## src/rtl/switch_pkg.sv

```systemverilog
// Shared definitions for the switch debounce bank.
//
// Contents:
//   NUM_SWITCHES_DEFAULT   - default channel count of the bank
//   DEBOUNCE_LIMIT_DEFAULT - default stable-cycle requirement (10 ms at CLK_HZ)
//   CLK_HZ                 - board clock frequency the default limit is derived from
//   switch_state_t         - per-channel debounce FSM state
//   cnt_width()            - width of the per-channel stability counter
package switch_pkg;

  localparam int CLK_HZ                 = 25_000_000;
  localparam int NUM_SWITCHES_DEFAULT   = 4;
  // 10 ms worth of clock cycles.
  localparam int DEBOUNCE_LIMIT_DEFAULT = CLK_HZ / 100;

  // STABLE : debounced output equals the synchronised input, counter idle.
  // PENDING: synchronised input differs from the output, counting stable cycles.
  typedef enum logic {
    STABLE  = 1'b0,
    PENDING = 1'b1
  } switch_state_t;

  // The counter only has to reach limit-1, so clog2(limit) bits are enough.
  // Floor at 1 bit so a degenerate limit still elaborates to a legal width.
  function automatic int cnt_width(input int limit);
    int w;
    w = $clog2(limit);
    if (w < 1) begin
      w = 1;
    end
    return w;
  endfunction

endpackage

```

## src/rtl/switch_debounce_bank_if.sv

```systemverilog
// Bus between the raw switch pins, the debounce bank and its consumers.
//
// Signals (all NUM_SWITCHES wide, one bit per channel):
//   i_Switch - raw, asynchronous, bouncing switch levels (driven by the pins)
//   o_Switch - debounced, registered level
//   o_Rise   - one-cycle pulse on the edge o_Switch goes 0 -> 1
//   o_Fall   - one-cycle pulse on the edge o_Switch goes 1 -> 0
//   pending  - debug view: channel FSM is in PENDING
//
// Handshake: none. These are plain level/pulse signals; o_Rise and o_Fall
// are strobes valid for exactly the one cycle they are high, with no ready
// or back-pressure, so a consumer must sample them every cycle.
//
// Modports:
//   master - the debounce bank (consumes i_Switch, produces everything else)
//   slave  - pin side / consumers (drives i_Switch, observes outputs)
interface switch_debounce_bank_if
  import switch_pkg::*;
#(
  parameter int NUM_SWITCHES = NUM_SWITCHES_DEFAULT
);

  logic [NUM_SWITCHES-1:0] i_Switch;
  logic [NUM_SWITCHES-1:0] o_Switch;
  logic [NUM_SWITCHES-1:0] o_Rise;
  logic [NUM_SWITCHES-1:0] o_Fall;
  logic [NUM_SWITCHES-1:0] pending;

  modport master (
    input  i_Switch,
    output o_Switch,
    output o_Rise,
    output o_Fall,
    output pending
  );

  modport slave (
    output i_Switch,
    input  o_Switch,
    input  o_Rise,
    input  o_Fall,
    input  pending
  );

endinterface

```

## src/rtl/debounce_channel.sv

```systemverilog
// One debounce channel: two-flop synchroniser, stability counter,
// two-state FSM and registered rise/fall pulses.
//
// Ports:
//   i_Clk    - system clock, rising edge
//   i_Rst_L  - asynchronous active-low reset (release is synchronised upstream)
//   i_Switch - raw asynchronous switch level
//   o_Switch - debounced level, registered
//   o_Rise   - one-cycle pulse when o_Switch goes 0 -> 1
//   o_Fall   - one-cycle pulse when o_Switch goes 1 -> 0
//   o_State  - current FSM state, for observation only
//
// Latency: if edge k is the first edge sync1 samples a new level, o_Switch
// and the pulse update at edge k+1+DEBOUNCE_LIMIT. A level must be seen at
// sync2 on DEBOUNCE_LIMIT consecutive edges to be accepted.
// DEBOUNCE_LIMIT must be at least 2.
module debounce_channel
  import switch_pkg::*;
#(
  parameter int DEBOUNCE_LIMIT = DEBOUNCE_LIMIT_DEFAULT
) (
  input  logic          i_Clk,
  input  logic          i_Rst_L,
  input  logic          i_Switch,
  output logic          o_Switch,
  output logic          o_Rise,
  output logic          o_Fall,
  output switch_state_t o_State
);

  localparam int               CNT_W    = cnt_width(DEBOUNCE_LIMIT);
  localparam logic [CNT_W-1:0] CNT_ZERO = '0;
  localparam logic [CNT_W-1:0] CNT_ONE  = CNT_W'(1);
  localparam logic [CNT_W-1:0] CNT_LAST = CNT_W'(DEBOUNCE_LIMIT - 1);

  // Synchroniser. Only sync2 is allowed to feed the debounce logic.
  logic sync1;
  logic sync2;

  // Registered state.
  switch_state_t    state;
  logic [CNT_W-1:0] cnt;
  logic             sw_q;
  logic             rise_q;
  logic             fall_q;

  // Next-state values.
  switch_state_t    state_n;
  logic [CNT_W-1:0] cnt_n;
  logic             sw_n;
  logic             rise_n;
  logic             fall_n;

  always_ff @(posedge i_Clk or negedge i_Rst_L) begin
    if (!i_Rst_L) begin
      sync1 <= 1'b0;
      sync2 <= 1'b0;
    end else begin
      sync1 <= i_Switch;
      sync2 <= sync1;
    end
  end

  always_ff @(posedge i_Clk or negedge i_Rst_L) begin
    if (!i_Rst_L) begin
      state  <= STABLE;
      cnt    <= CNT_ZERO;
      sw_q   <= 1'b0;
      rise_q <= 1'b0;
      fall_q <= 1'b0;
    end else begin
      state  <= state_n;
      cnt    <= cnt_n;
      sw_q   <= sw_n;
      rise_q <= rise_n;
      fall_q <= fall_n;
    end
  end

  // The count is "edges on which sync2 has differed from the output".
  // Entering PENDING already accounts for one such edge, hence the start
  // value of 1; acceptance happens on the edge that would make it LIMIT.
  always_comb begin
    state_n = state;
    cnt_n   = cnt;
    sw_n    = sw_q;
    rise_n  = 1'b0;
    fall_n  = 1'b0;

    unique case (state)
      STABLE: begin
        cnt_n = CNT_ZERO;
        if (sync2 != sw_q) begin
          state_n = PENDING;
          cnt_n   = CNT_ONE;
        end
      end

      PENDING: begin
        if (sync2 == sw_q) begin
          // Bounced back before the limit: forget the partial count.
          state_n = STABLE;
          cnt_n   = CNT_ZERO;
        end else if (cnt == CNT_LAST) begin
          state_n = STABLE;
          cnt_n   = CNT_ZERO;
          sw_n    = sync2;
          rise_n  = sync2;
          fall_n  = ~sync2;
        end else begin
          cnt_n = cnt + CNT_ONE;
        end
      end

      default: begin
        state_n = STABLE;
        cnt_n   = CNT_ZERO;
      end
    endcase
  end

  assign o_Switch = sw_q;
  assign o_Rise   = rise_q;
  assign o_Fall   = fall_q;
  assign o_State  = state;

endmodule

```

## src/rtl/switch_debounce_bank.sv

```systemverilog
// Debounce bank for the board switches. Sits between the raw switch pins
// and every switch consumer; each channel is fully independent.
//
// Ports:
//   i_Clk   - system clock, rising edge
//   i_Rst_L - asynchronous active-low reset (release synchronised upstream)
//   bus     - switch_debounce_bank_if.master:
//               i_Switch in; o_Switch, o_Rise, o_Fall, pending out
//
// Parameters:
//   NUM_SWITCHES   - channel count; must match the connected interface width
//   DEBOUNCE_LIMIT - consecutive stable cycles before the output follows (>= 2)
module switch_debounce_bank
  import switch_pkg::*;
#(
  parameter int NUM_SWITCHES   = NUM_SWITCHES_DEFAULT,
  parameter int DEBOUNCE_LIMIT = DEBOUNCE_LIMIT_DEFAULT
) (
  input  logic                          i_Clk,
  input  logic                          i_Rst_L,
  switch_debounce_bank_if.master        bus
);

  logic [NUM_SWITCHES-1:0] sw_w;
  logic [NUM_SWITCHES-1:0] rise_w;
  logic [NUM_SWITCHES-1:0] fall_w;
  logic [NUM_SWITCHES-1:0] pending_w;

  for (genvar g = 0; g < NUM_SWITCHES; g++) begin : g_chan
    switch_state_t state_w;

    debounce_channel #(
      .DEBOUNCE_LIMIT (DEBOUNCE_LIMIT)
    ) u_chan (
      .i_Clk    (i_Clk),
      .i_Rst_L  (i_Rst_L),
      .i_Switch (bus.i_Switch[g]),
      .o_Switch (sw_w[g]),
      .o_Rise   (rise_w[g]),
      .o_Fall   (fall_w[g]),
      .o_State  (state_w)
    );

    assign pending_w[g] = (state_w == PENDING);
  end

  assign bus.o_Switch = sw_w;
  assign bus.o_Rise   = rise_w;
  assign bus.o_Fall   = fall_w;
  assign bus.pending  = pending_w;

endmodule

```

## src/flat_wrapper.sv

```systemverilog
// flat-port wrapper written by rule: the top's interface ports become plain ports
module switch_debounce_bank_flat import switch_pkg::*;
#(
  parameter int NUM_SWITCHES   = NUM_SWITCHES_DEFAULT,
  parameter int DEBOUNCE_LIMIT = DEBOUNCE_LIMIT_DEFAULT
)
  (i_Clk, i_Rst_L, bus_i_Switch, bus_o_Switch, bus_o_Rise, bus_o_Fall, bus_pending);
  switch_debounce_bank_if #(.NUM_SWITCHES(NUM_SWITCHES)) bus_i ();
  input  logic i_Clk;
  input  logic i_Rst_L;
  input wire logic [$bits(bus_i.i_Switch)-1:0] bus_i_Switch;
  output wire logic [$bits(bus_i.o_Switch)-1:0] bus_o_Switch;
  output wire logic [$bits(bus_i.o_Rise)-1:0] bus_o_Rise;
  output wire logic [$bits(bus_i.o_Fall)-1:0] bus_o_Fall;
  output wire logic [$bits(bus_i.pending)-1:0] bus_pending;
  assign bus_i.i_Switch = bus_i_Switch;
  assign bus_o_Switch = bus_i.o_Switch;
  assign bus_o_Rise = bus_i.o_Rise;
  assign bus_o_Fall = bus_i.o_Fall;
  assign bus_pending = bus_i.pending;
  switch_debounce_bank #(.NUM_SWITCHES(NUM_SWITCHES), .DEBOUNCE_LIMIT(DEBOUNCE_LIMIT)) u_core (.i_Clk(i_Clk), .i_Rst_L(i_Rst_L), .bus(bus_i));
endmodule
```

## config.mk

```make
export PLATFORM = sky130hd
export DESIGN_NAME = switch_debounce_bank_flat
export DESIGN_NICKNAME = d
export VERILOG_FILES = /design/src/rtl/switch_pkg.sv /design/src/rtl/switch_debounce_bank_if.sv /design/src/rtl/debounce_channel.sv /design/src/rtl/switch_debounce_bank.sv /design/src/flat_wrapper.sv
export SDC_FILE = /design/constraint.sdc
export NUM_CORES = 1
export LEC_CHECK = 0
export CAP_MARGIN = 30
export CORE_MARGIN = 1
export CORE_UTILIZATION = 35
export DETAILED_ROUTE_END_ITERATION = 10
export SLEW_MARGIN = 40
export SYNTH_ARGS = -nofsm -noshare
export SYNTH_HDL_FRONTEND = slang
export SYNTH_SLANG_ARGS = --single-unit
```

## constraint.sdc

```tcl
create_clock -name i_Clk -period 2.7 [get_ports i_Clk]
set_clock_uncertainty 0.1 [all_clocks]
set_input_delay 0.405 -clock i_Clk [delete_from_list [all_inputs] [get_ports i_Clk]]
set_output_delay 0.405 -clock i_Clk [all_outputs]
set_load 0.005 [all_outputs]
```

======== Word-level counts from Yosys, hierarchy flattened ========
Cells that the tools add are included.
storage, ports and cells
  memories kept ........................... 0
  bits in read-only memories .............. 0
  register bits ........................... 96
  latch bits .............................. 0
  bits of input ports ..................... 6
  memory bits (writable) .................. 0
operators by class
  $add $sub $neg .......................... 4
  div/mod/pow operators ................... 0
  order comparisons ....................... 0
  multiply operators ...................... 0
  shifts and indexed selects .............. 0
  reductions and logical operators ........ 4
  bitwise logic cells ..................... 12
  equal/unequal tests ..................... 12
  muxes and demuxes ....................... 56
operator list
  kind                     count
  $mux W18                 8
  $pmux W18 S2             4
  $add A18 B1 Y18 const B  4
  $eq A18 B18 Y1 const B   4
  $mux W1                  40
  $not A1 Y1               12
  $reduce_and A3 Y1        4
  $pmux W1 S2              4
  $eq A1 B1 Y1             4
  $ne A1 B1 Y1             4

======== Longest topological paths before layout ========
Gate-level depths: netlist (run 1).
  depth after elaboration ................. 4
  mapped depth ............................ 7
  depth with buffers taken out ............ 5

======== By module ========
From an unflattened synthesis (run 1), not the netlist that was laid out.
second synthesis, totals
  cells, all modules ...................... 428
  area, all modules ....................... 4584.4 sq um
by module, submodules not included
  module                instances  cells an instance  area an instance (sq um)
  debounce_channel      4          106                1138.6
  switch_debounce_bank  1          4                  30.0

======== Least setup slack after synthesis (run 1) ========
No wires, ideal clock.
  kind .................................... register to register
  from .................................... register u_core.g_chan[2].u_chan.cnt[0]
  to ...................................... register u_core.g_chan[2].u_chan.sw_q
  slack ................................... 0.576 ns
  arrival ................................. 1.899 ns
  cell stages (with the launch flop) ...... 6
  path through ............................ dfrtp_1 ha_1 nand3_2 or4_4 or3_4 mux2_4
between the ends
  word-level cells in the longest chain between the ends .. 2
ends and longest elaborated chain
  item                         line                     RTL
  start, declared              debounce_channel.sv:42   logic [CNT_W-1:0] cnt;
  start signal, assigned       debounce_channel.sv:73   cnt <= cnt_n;
  $eq A18 B18 Y1               debounce_channel.sv:104  end else if (cnt == CNT_LAST) begin
  $reduce_and A3 Y1 (no line)  -
  end signal, assigned         debounce_channel.sv:74   sw_q <= sw_n;
  end, declared                debounce_channel.sv:43   logic sw_q;
No other way between the ends.
A chain may end at the register's enable or synchronous reset.

======== Worst setup path after layout (run 1) ========
Ends and elaborated chain as after synthesis.

==> flow_summary.ini, run 1 <==
[run_status]
outcome = complete, no violations

[timing]
tightestPinTransition_ns = 0.5934
setup_ws_ns = 0.4838
drv_slew = 0
maxSlewHeadroom_pct = 60.44
period_minus_slack_ns = 2.216
fin_setup_tns_ns = 0
rsz0062_at_grt = false
period_share_pct = 82.08
hold_slack_ns = 0.2473
fmax_mhz = 451.2
setup_violations = 0
finalHoldViolations = 0

[die]
core_region_area_um2 = 12720
die_w_um = 116.6
core.rowCount = 41
pin_count = 22
floorplan.initialDensity_pct = 36.10
die_h_um = 116.6
dieArea_um2 = 13590

[placed_design]
place_congestion = 0.7867
hpwl_um = 5778
place_ws_ns = 0.4832
port_buffers = 21

[final_layout]
layout-area-overhead-vs-synth_pct = 13.21
utilization_pct = 40.87
final_layout_size_suffix_gt1_share_pct = 7.527
fillers = 1273
nets = 471
multi_input_area_um2 = 1992
diodes = 0
area.sequential_um2 = 2402

[synthesis]
yosys_warnings = 0
syn_nets = 458
ys_types = 47
synthAdderAreaFrac_pct = 1.090
synth-seq-cells = 96
synthCells = 448
synth_compound_area_share_pct = 2.969
avgSynthCellArea_um2 = 10.25
synth_top_family_by_area = simple AND/OR/NAND/NOR gates
synth_ff_type = dfrtp_1
synth_edf_count = 0
synthMuxAreaShare_pct = 1.062
synth_async_sr_flop_share_pct = 100.0
synth_xor_area_share_pct = 11.82
seq_area_frac_synth_pct = 52.30
synthSimpleGateAreaFrac_pct = 26.42
synth.cell_area_um2 = 4593

[detailed_routing]
wl_um = 8469
drc = 0
num_vias = 3147
post_drt_wl_per_cell_um = 13.30
avgViaCountPerCell = 4.940
drtPass1Iterations = 4
ant_nets = 0
drt_iter0_markers = 173

[critical_path]
r2r_cells = 5
arrival_ns = 2.35
cp_max_fo = 5
worst_setup_path_start_kind = flop
required_ns = 2.83
r2r_slack_ns = 0.48
path_class = flop to flop
rr_endpoint = u_core.g_chan[2].u_chan.o_Switch$_DFFE_PN0P_
cp-end-kind = flop
crit-reg2reg-launch = u_core.g_chan[2].u_chan.cnt[0]$_DFF_PN0_

[power]
p_leak_nw = 1.990
p_per_area_nw_per_um2 = 542.1
ir_worst_vdd_v = 0.0002818

[global_route]
grt_overflow = 0
use_met2_pct = 21.81
grtUsageMet3_pct = 4.255
grt_pass1_wl_um = 14600
grt_pass1_vias = 3038
top_usage_layer = met2
grtUsageTotal_pct = 14.10
antenna_found_initial = 0
grtUsageMet1_pct = 18.60
grt_max_degree = 46

[clock_network]
cts_tree = done
cts_made_buffers = 9
cts_sinks = 96
htree_levels = 3
post_cts_resized = 0
clockRootBuffer = clkbuf_16
clkLatencyLatePin_ns = 0.34
cts_buffer_depth = 2
path_clk_slew_ns = 0.06

[hold_path]
hold_class = flop to flop
hold_depth = 0
holdCritStartpoint = u_core.g_chan[3].u_chan.sync1$_DFF_PN0_
holdPathEnd = u_core.g_chan[3].u_chan.sync2$_DFF_PN0_

[run]
maxCapViolations = 0
## layout by cell type (no fill, tap or decap), types with 9 or more instances in the layout
master / n
clkdlybuf4s50_1: 20
nor2_1: 80
xor2_1: 18
nand2_1: 21
xnor2_1: 44
nand4_1: 20
nor3_1: 16
nor4_1: 19
clkbuf_16: 9
nand3_1: 23
dfrtp_1: 96
inv_1: 13
## state kept, by name, summed over array words and instances, names as in the netlist
signal,count
u_core.g_chan.u_chan.cnt,72
u_core.g_chan.u_chan.o_Fall,4
u_core.g_chan.u_chan.o_Rise,4
u_core.g_chan.u_chan.o_State,4
u_core.g_chan.u_chan.o_Switch,4
u_core.g_chan.u_chan.sync1,4
u_core.g_chan.u_chan.sync2,4
## stage by stage
stage               cells  total power, mW  cell area (µm²)
floorplan             448            1.537             4593
global placement      621            1.591             4901
detailed placement    621            1.592             4901
CTS                   637            2.870             5200
global route          637            2.930             5200
finish                637            2.819             5200
## how the worst max path moves through the flow
stage	start	to	slack, ns
floorplan	u_core.g_chan[2].u_chan.cnt[0]$_DFF_PN0_	u_core.g_chan[2].u_chan.o_Switch$_DFFE_PN0P_	0.58
global placement	u_core.g_chan[2].u_chan.cnt[0]$_DFF_PN0_	u_core.g_chan[2].u_chan.o_Switch$_DFFE_PN0P_	0.53
detailed placement	u_core.g_chan[2].u_chan.cnt[0]$_DFF_PN0_	u_core.g_chan[2].u_chan.o_Switch$_DFFE_PN0P_	0.48
CTS	u_core.g_chan[2].u_chan.cnt[0]$_DFF_PN0_	u_core.g_chan[2].u_chan.o_Switch$_DFFE_PN0P_	0.48
global route	u_core.g_chan[3].u_chan.cnt[0]$_DFF_PN0_	u_core.g_chan[3].u_chan.o_Fall$_DFF_PN0_	0.34
finish	u_core.g_chan[2].u_chan.cnt[0]$_DFF_PN0_	u_core.g_chan[2].u_chan.o_Switch$_DFFE_PN0P_	0.48
## layout make-up
class                      count  share of cell area (%)
sequential                    96                   46.20
multi-input combinational    316                   38.31
timing repair buffer          25                   4.860
clock buffer                  12                   4.740
tap                          172                   4.139
inverter                      13                  0.9384
clock inverter                 3                  0.8181
## Yosys cell counts (2+ instances only)
library cell,n,area (µm²)
dfrtp_1,96,2402
nor2_1,80,300.3
xnor2_1,44,385.4
nand3_1,23,115.1
nand2_1,21,78.83
nand4_1,20,125.1
nor4_1,19,118.9
xor2_1,18,157.7
buf_4,16,120.1
nor3_1,16,80.08
inv_1,13,48.80
a21oi_1,6,30.03
and4_1,6,52.55
nor3b_1,6,45.04
and3_1,4,25.02
clkbuf_1,4,15.01
ha_1,4,50.05
o21ai_0,4,20.02
a211oi_1,3,22.52
buf_2,3,15.01
mux2_2,3,33.78
nand4b_1,3,26.28
or3_1,3,18.77
or4_1,3,22.52
a21o_1,2,15.01
and3b_1,2,17.52
nand2b_1,2,12.51
nand4_2,2,25.02
nor2b_1,2,12.51
nor4b_1,2,17.52
or4b_2,2,20.02
## cells by family after synthesis
family	after synthesis
simple gates	227
flops	96
buf+inv	36
fa+ha+maj	4
compound gates	19
mux	4
xor+xnor	62
## where the power goes
part           switching [mW]  internal [mW]
sequential             0.0177           1.46
combinational          0.0579         0.0325
clock                   0.519          0.737
## layer usage
metal,share of wire (%),wire length [µm],vias to the layer above
li1,-,-,1566
met2,46,3856,43
met4,1.6,138,0
met5,0,0,-
met1,49,4175,1527
met3,3.5,297,11
## worst max-delay path: stages (launching register included)
cell	delay (ns)
dfrtp_1	0.39
ha_1	0.25
nand3_2	0.11
or4_4	0.52
or3_4	0.43
mux2_4	0.30
## repair_timing
action,CTS,global route
hold buffers,1,0
hold endpoints to repair,43,0
setup buffers,0,0
Power figures use the tool's default switching activity.
==> run 2, diff against run 1 <==
clock period = 1.8 ns   (was 2.7 ns; I/O delays follow)
==> flow_summary.ini, run 2 (synthesis results as in run 1) <==
[timing]
period_share_pct = 108.5
tightestPinTransition_ns = 0.3776
setup_violations = 37
drv_slew = 0
maxSlewHeadroom_pct = 74.60
fmax_mhz = 511.8
rsz0062_at_grt = true
period_minus_slack_ns = 1.954
setup_ws_ns = -0.1537
finalHoldViolations = 0

[critical_path]
startpoint = u_core.g_chan[2].u_chan.cnt[4]$_DFF_PN0_
crit-reg2reg-launch = u_core.g_chan[2].u_chan.cnt[4]$_DFF_PN0_
path_class = flop to flop
cp_max_fo = 5
worst_setup_path_start_kind = flop
cp-end-kind = flop
required_ns = 1.94
arrival_ns = 2.09

[placed_design]
hpwl_um = 6341
place_ws_ns = -0.1534
port_buffers = 21
place_congestion = 0.7841

[global_route]
use_met2_pct = 23.79
grt_overflow = 0
antenna_found_initial = 0
grtUsageMet1_pct = 20.11
grt_max_degree = 42
grt_pass1_vias = 3354
grtUsageTotal_pct = 15.31
top_usage_layer = met2
grtUsageMet3_pct = 4.203
grt_pass1_wl_um = 15960

[die]
core_region_area_um2 = 12720
dieArea_um2 = 13590
pin_count = 22
die_w_um = 116.6
core.rowCount = 41
floorplan.initialDensity_pct = 36.10
die_h_um = 116.6

[detailed_routing]
drtPass1Iterations = 4
num_vias = 3427
wl_um = 9444
post_drt_wl_per_cell_um = 13.43
ant_nets = 0
drc = 0
avgViaCountPerCell = 4.875
drt_iter0_markers = 192

[final_layout]
layout-area-overhead-vs-synth_pct = 32.25
nets = 536
regMostFlops = u_core.g_chan.u_chan.cnt
largest_reg_flops = 72
final_layout_size_suffix_gt1_share_pct = 27.31
diodes = 0
layout_common_cells = dfrtp_1, nor2_1, buf_4, xnor2_1, nand2_1
layout.cells.most_common = dfrtp_1

[clock_network]
clkLatencyLatePin_ns = 0.35
cts_tree = done
path_clk_slew_ns = 0.07
clockRootBuffer = clkbuf_16
htree_levels = 3
cts_made_buffers = 9
cts_sinks = 96
cts_buffer_depth = 2

[hold_path]
holdCritStartpoint = u_core.g_chan[1].u_chan.sync1$_DFF_PN0_
hold_class = flop to flop

[power]
p_per_area_nw_per_um2 = 740.6
power_mw = 4.499
ir_worst_vdd_v = 0.0004949
p_leak_nw = 2.376

[run]
maxCapViolations = 0

[run_status]
outcome = finished with violations
violations = negative setup slack
run 2: cell types whose count changed in the layout (fill, tap and decap cells not counted), moves of 4 or more:
cell	previous run	this run
buf_12	1	5
buf_4	3	62
nor2_1	80	65
nor2_4	0	15
nor3b_1	6	1
nor3b_2	0	5
nor4_1	19	15
nor4_2	0	4
run 2: path summary, 6_finish.rpt:
path / to / slack, ns / cells past startpoint
setup reg to reg: u_core.g_chan[2].u_chan.o_Switch$_DFFE_PN0P_ / -0.15 / 4
hold / removal: u_core.g_chan[1].u_chan.sync2$_DFF_PN0_ / 0.25 / 0
setup / recovery: u_core.g_chan[2].u_chan.o_Switch$_DFFE_PN0P_ / -0.15 / 4
max in group asynchronous: u_core.g_chan[3].u_chan.o_Switch$_DFFE_PN0P_ / 0.77 / 3
min in group asynchronous: u_core.g_chan[2].u_chan.cnt[16]$_DFF_PN0_ / 0.29 / 2
hold reg to reg: u_core.g_chan[1].u_chan.sync2$_DFF_PN0_ / 0.25 / 0
run 2: critical path: stages (launching register included):
cell and delay [ns]:
dfrtp_1 0.37, or2b_1 0.21, or4_4 0.48, or3_4 0.38, mux2_4 0.31
run 2: area by class of cell:
cell class / count / area (µm²)
Clock inverter: 7 / 102.6
Tap cell: 172 / 215.2
Clock buffer: 9 / 225.2
Timing Repair Buffer: 90 / 814.5
Multi-Input combinational cell: 316 / 2262
Inverter: 13 / 48.80
Sequential cell: 96 / 2406
Fill cell: 1192 / 6648
run 2: timing repair:
action                     in CTS  in global routing
gates resized for setup        10                 53
setup endpoints to repair      44                 48
hold buffers                    1                  0
buffers inserted                4                  5
pin swaps                       3                 25
gates cloned                    1                  0
hold endpoints to repair       25                  0
run 2: layer usage:
layer / vias to the layer above / routed length, µm / part of all wire (%)
met2: 36 / 4520 / 48
met4: 0 / 114 / 1.2
met3: 10 / 273 / 2.9
met5: - / 0 / 0
li1: 1706 / - / -
met1: 1675 / 4535 / 48
run 2: metrics by stage:
step	utilization, %	area, µm²	std cells	TNS (ns)	hold WS (ns)
after detailed placement	42.53	5410	677	-2.341	0.1228
after global placement	42.53	5410	677	-1.931	0.1182
after global routing	47.75	6075	703	-5.001	0.2448
after CTS	45.92	5842	699	-2.621	0.2451
after floorplan	-	4642	448	-1.321	-0.1256
final	47.75	6075	703	-2.968	0.2492
run 2: power breakdown:
part           switching, mW  leakage [nW]  internal (mW)
registers             0.0250          1.30           2.18
logic                  0.112         0.919         0.0866
clock network          0.862         0.157           1.23
==> run 3, diff against run 2 <==
CELL_PAD_IN_SITES_DETAIL_PLACEMENT = 1   (was default)
CELL_PAD_IN_SITES_GLOBAL_PLACEMENT = 1   (was default)
PLACE_DENSITY_LB_ADDON = 0.1   (was default)
clock period = 1.9 ns   (was 1.8 ns; I/O delays follow)
==> flow_summary.ini, run 3 (synthesis results as in run 1) <==
[power]
power_frac_comb_pct = 4.1
ir_worst_vdd_v = 0.0004435
power_mw = 4.147
p_per_area_nw_per_um2 = 726.2
sw_frac_of_total_pct = 22.19
p_leak_nw = 2.282
switchingPower_uw = 920.1
seqPwrFrac_pct = 50.4
p_clk_share_pct = 45.5
p_int_mw = 3.227

[final_layout]
nets = 524
layout.cells.most_common = dfrtp_1
layout-area-overhead-vs-synth_pct = 24.33
layout_common_cells = dfrtp_1, nor2_1, buf_4, xnor2_1, nand3_1
fillers = 1461
diodes = 0
largest_reg_flops = 72
regMostFlops = u_core.g_chan.u_chan.cnt
final_layout_size_suffix_gt1_share_pct = 19.08
fin_area_um2 = 5710

[run]
maxCapViolations = 0

[global_route]
antenna_found_initial = 0
grt_pass1_vias = 3646
grt_pass1_wl_um = 17600
grt_overflow = 0
grtUsageTotal_pct = 17.00
grt_max_degree = 42

[placed_design]
place_congestion = 0.7498
dpl-instance-area_um2 = 5331
hpwl_um = 7227
port_buffers = 21

[critical_path]
cp-end-kind = flop
critPathSlowestCell = or4_4
crit_buf_inv = 0
crit_chain = or2b_1 > or4_4 > or3_4 > mux2_4
cp_max_fo = 5
worst_setup_path_start_kind = flop
arrival_ns = 2.12
max_stage_delay_ns = 0.48
required_ns = 2.04
path_class = flop to flop
crit_family = simple AND/OR/NAND/NOR gates

[timing]
fmax_mhz = 505.2
drv_slew = 0
period_share_pct = 104.2
period_minus_slack_ns = 1.979
tightestPinTransition_ns = 0.3638
finalHoldViolations = 0
setup_violations = 18
maxSlewHeadroom_pct = 75.52
rsz0062_at_grt = true
setup_ws_ns = -0.07932

[die]
die_h_um = 116.6
dieArea_um2 = 13590
core_region_area_um2 = 12720
core.rowCount = 41
floorplan.initialDensity_pct = 36.10
die_w_um = 116.6
pin_count = 22

[detailed_routing]
drt_iter0_markers = 123
ant_nets = 0
num_vias = 3373
drtPass1Iterations = 4
drc = 0
post_drt_wl_per_cell_um = 14.59
wl_um = 10080
avgViaCountPerCell = 4.881

[clock_network]
cts_tree = done
cts_sinks = 96
htree_levels = 3
clockRootBuffer = clkbuf_16
cts_buffer_depth = 2
cts_made_buffers = 9
clkLatencyLatePin_ns = 0.36
path_clk_slew_ns = 0.07

[run_status]
violations = negative setup slack
outcome = finished with violations

[hold_path]
hold_class = flop to flop
run 3: metrics by stage:
| stage | hold slack (ns) | setup slack, ns | utilization, % | instances | setup TNS [ns] |
|---|---|---|---|---|---|
| after floorplan | -0.1106 | -0.08569 | - | 448 | -0.08569 |
| after global placement | 0.1199 | -0.03651 | 41.91 | 672 | -0.07890 |
| after detailed placement | 0.1248 | -0.05824 | 41.91 | 672 | -0.2735 |
| after CTS | 0.2531 | -0.07420 | 44.50 | 690 | -0.4992 |
| after global routing | 0.2618 | -0.1213 | 44.89 | 691 | -2.002 |
| final | 0.2528 | -0.07932 | 44.89 | 691 | -0.7250 |
run 3: worst register-to-register path, cell delays in order (launching register included):
cell	delay, ns
dfrtp_1	0.38
or2b_1	0.22
or4_4	0.48
or3_4	0.37
mux2_4	0.31
run 3: path summary, 6_finish.rpt:
check / cells past startpoint / startpoint / to / slack [ns]
hold / removal: 0 / u_core.g_chan[1].u_chan.sync1$_DFF_PN0_ / u_core.g_chan[1].u_chan.sync2$_DFF_PN0_ / 0.25
hold reg to reg: 0 / u_core.g_chan[1].u_chan.sync1$_DFF_PN0_ / u_core.g_chan[1].u_chan.sync2$_DFF_PN0_ / 0.25
min in group asynchronous: 2 / i_Rst_L / u_core.g_chan[1].u_chan.o_Fall$_DFF_PN0_ / 0.29
setup / recovery: 4 / u_core.g_chan[2].u_chan.cnt[4]$_DFF_PN0_ / u_core.g_chan[2].u_chan.o_Switch$_DFFE_PN0P_ / -0.08
setup reg to reg: 4 / u_core.g_chan[2].u_chan.cnt[4]$_DFF_PN0_ / u_core.g_chan[2].u_chan.o_Switch$_DFFE_PN0P_ / -0.08
max in group asynchronous: 3 / i_Rst_L / u_core.g_chan[3].u_chan.cnt[13]$_DFF_PN0_ / 0.88
run 3: layout make-up:
type                    instances  area [µm²]  share of cell area, %
well taps                     172       215.2                  3.769
repair buffers                 78       686.9                  12.03
clock buffers                  11       252.7                  4.426
flip-flops and latches         96        2404                  42.09
inverters                      13       48.80                 0.8545
clock inverters                 5       55.05                 0.9641
multi-input cells             316        2048                  35.87
run 3: power groups by stage:
stage	logic [mW]	clock network, mW	registers, mW
floorplan	0.0625	0	2.13
global placement	0.168	0	2.13
detailed placement	0.171	0	2.13
CTS	0.177	1.97	2.09
global route	0.194	2.03	2.09
finish	0.170	1.89	2.09
run 3: per-layer routing:
layer  routed length (µm)  global-route usage [%]
met1                 4834                   21.66
met2                 4778                   27.34
met3                  286                   4.670
met4                  180                   6.835
met5                    0                       0
run 3: what timing repair did:
action	in CTS	in global routing
pin swaps	1	3
endpoints found under the hold margin	23	0
endpoints found under the setup margin	18	26
hold buffers	1	0
resized for setup	2	11
buffers inserted	0	1
cloned	1	0
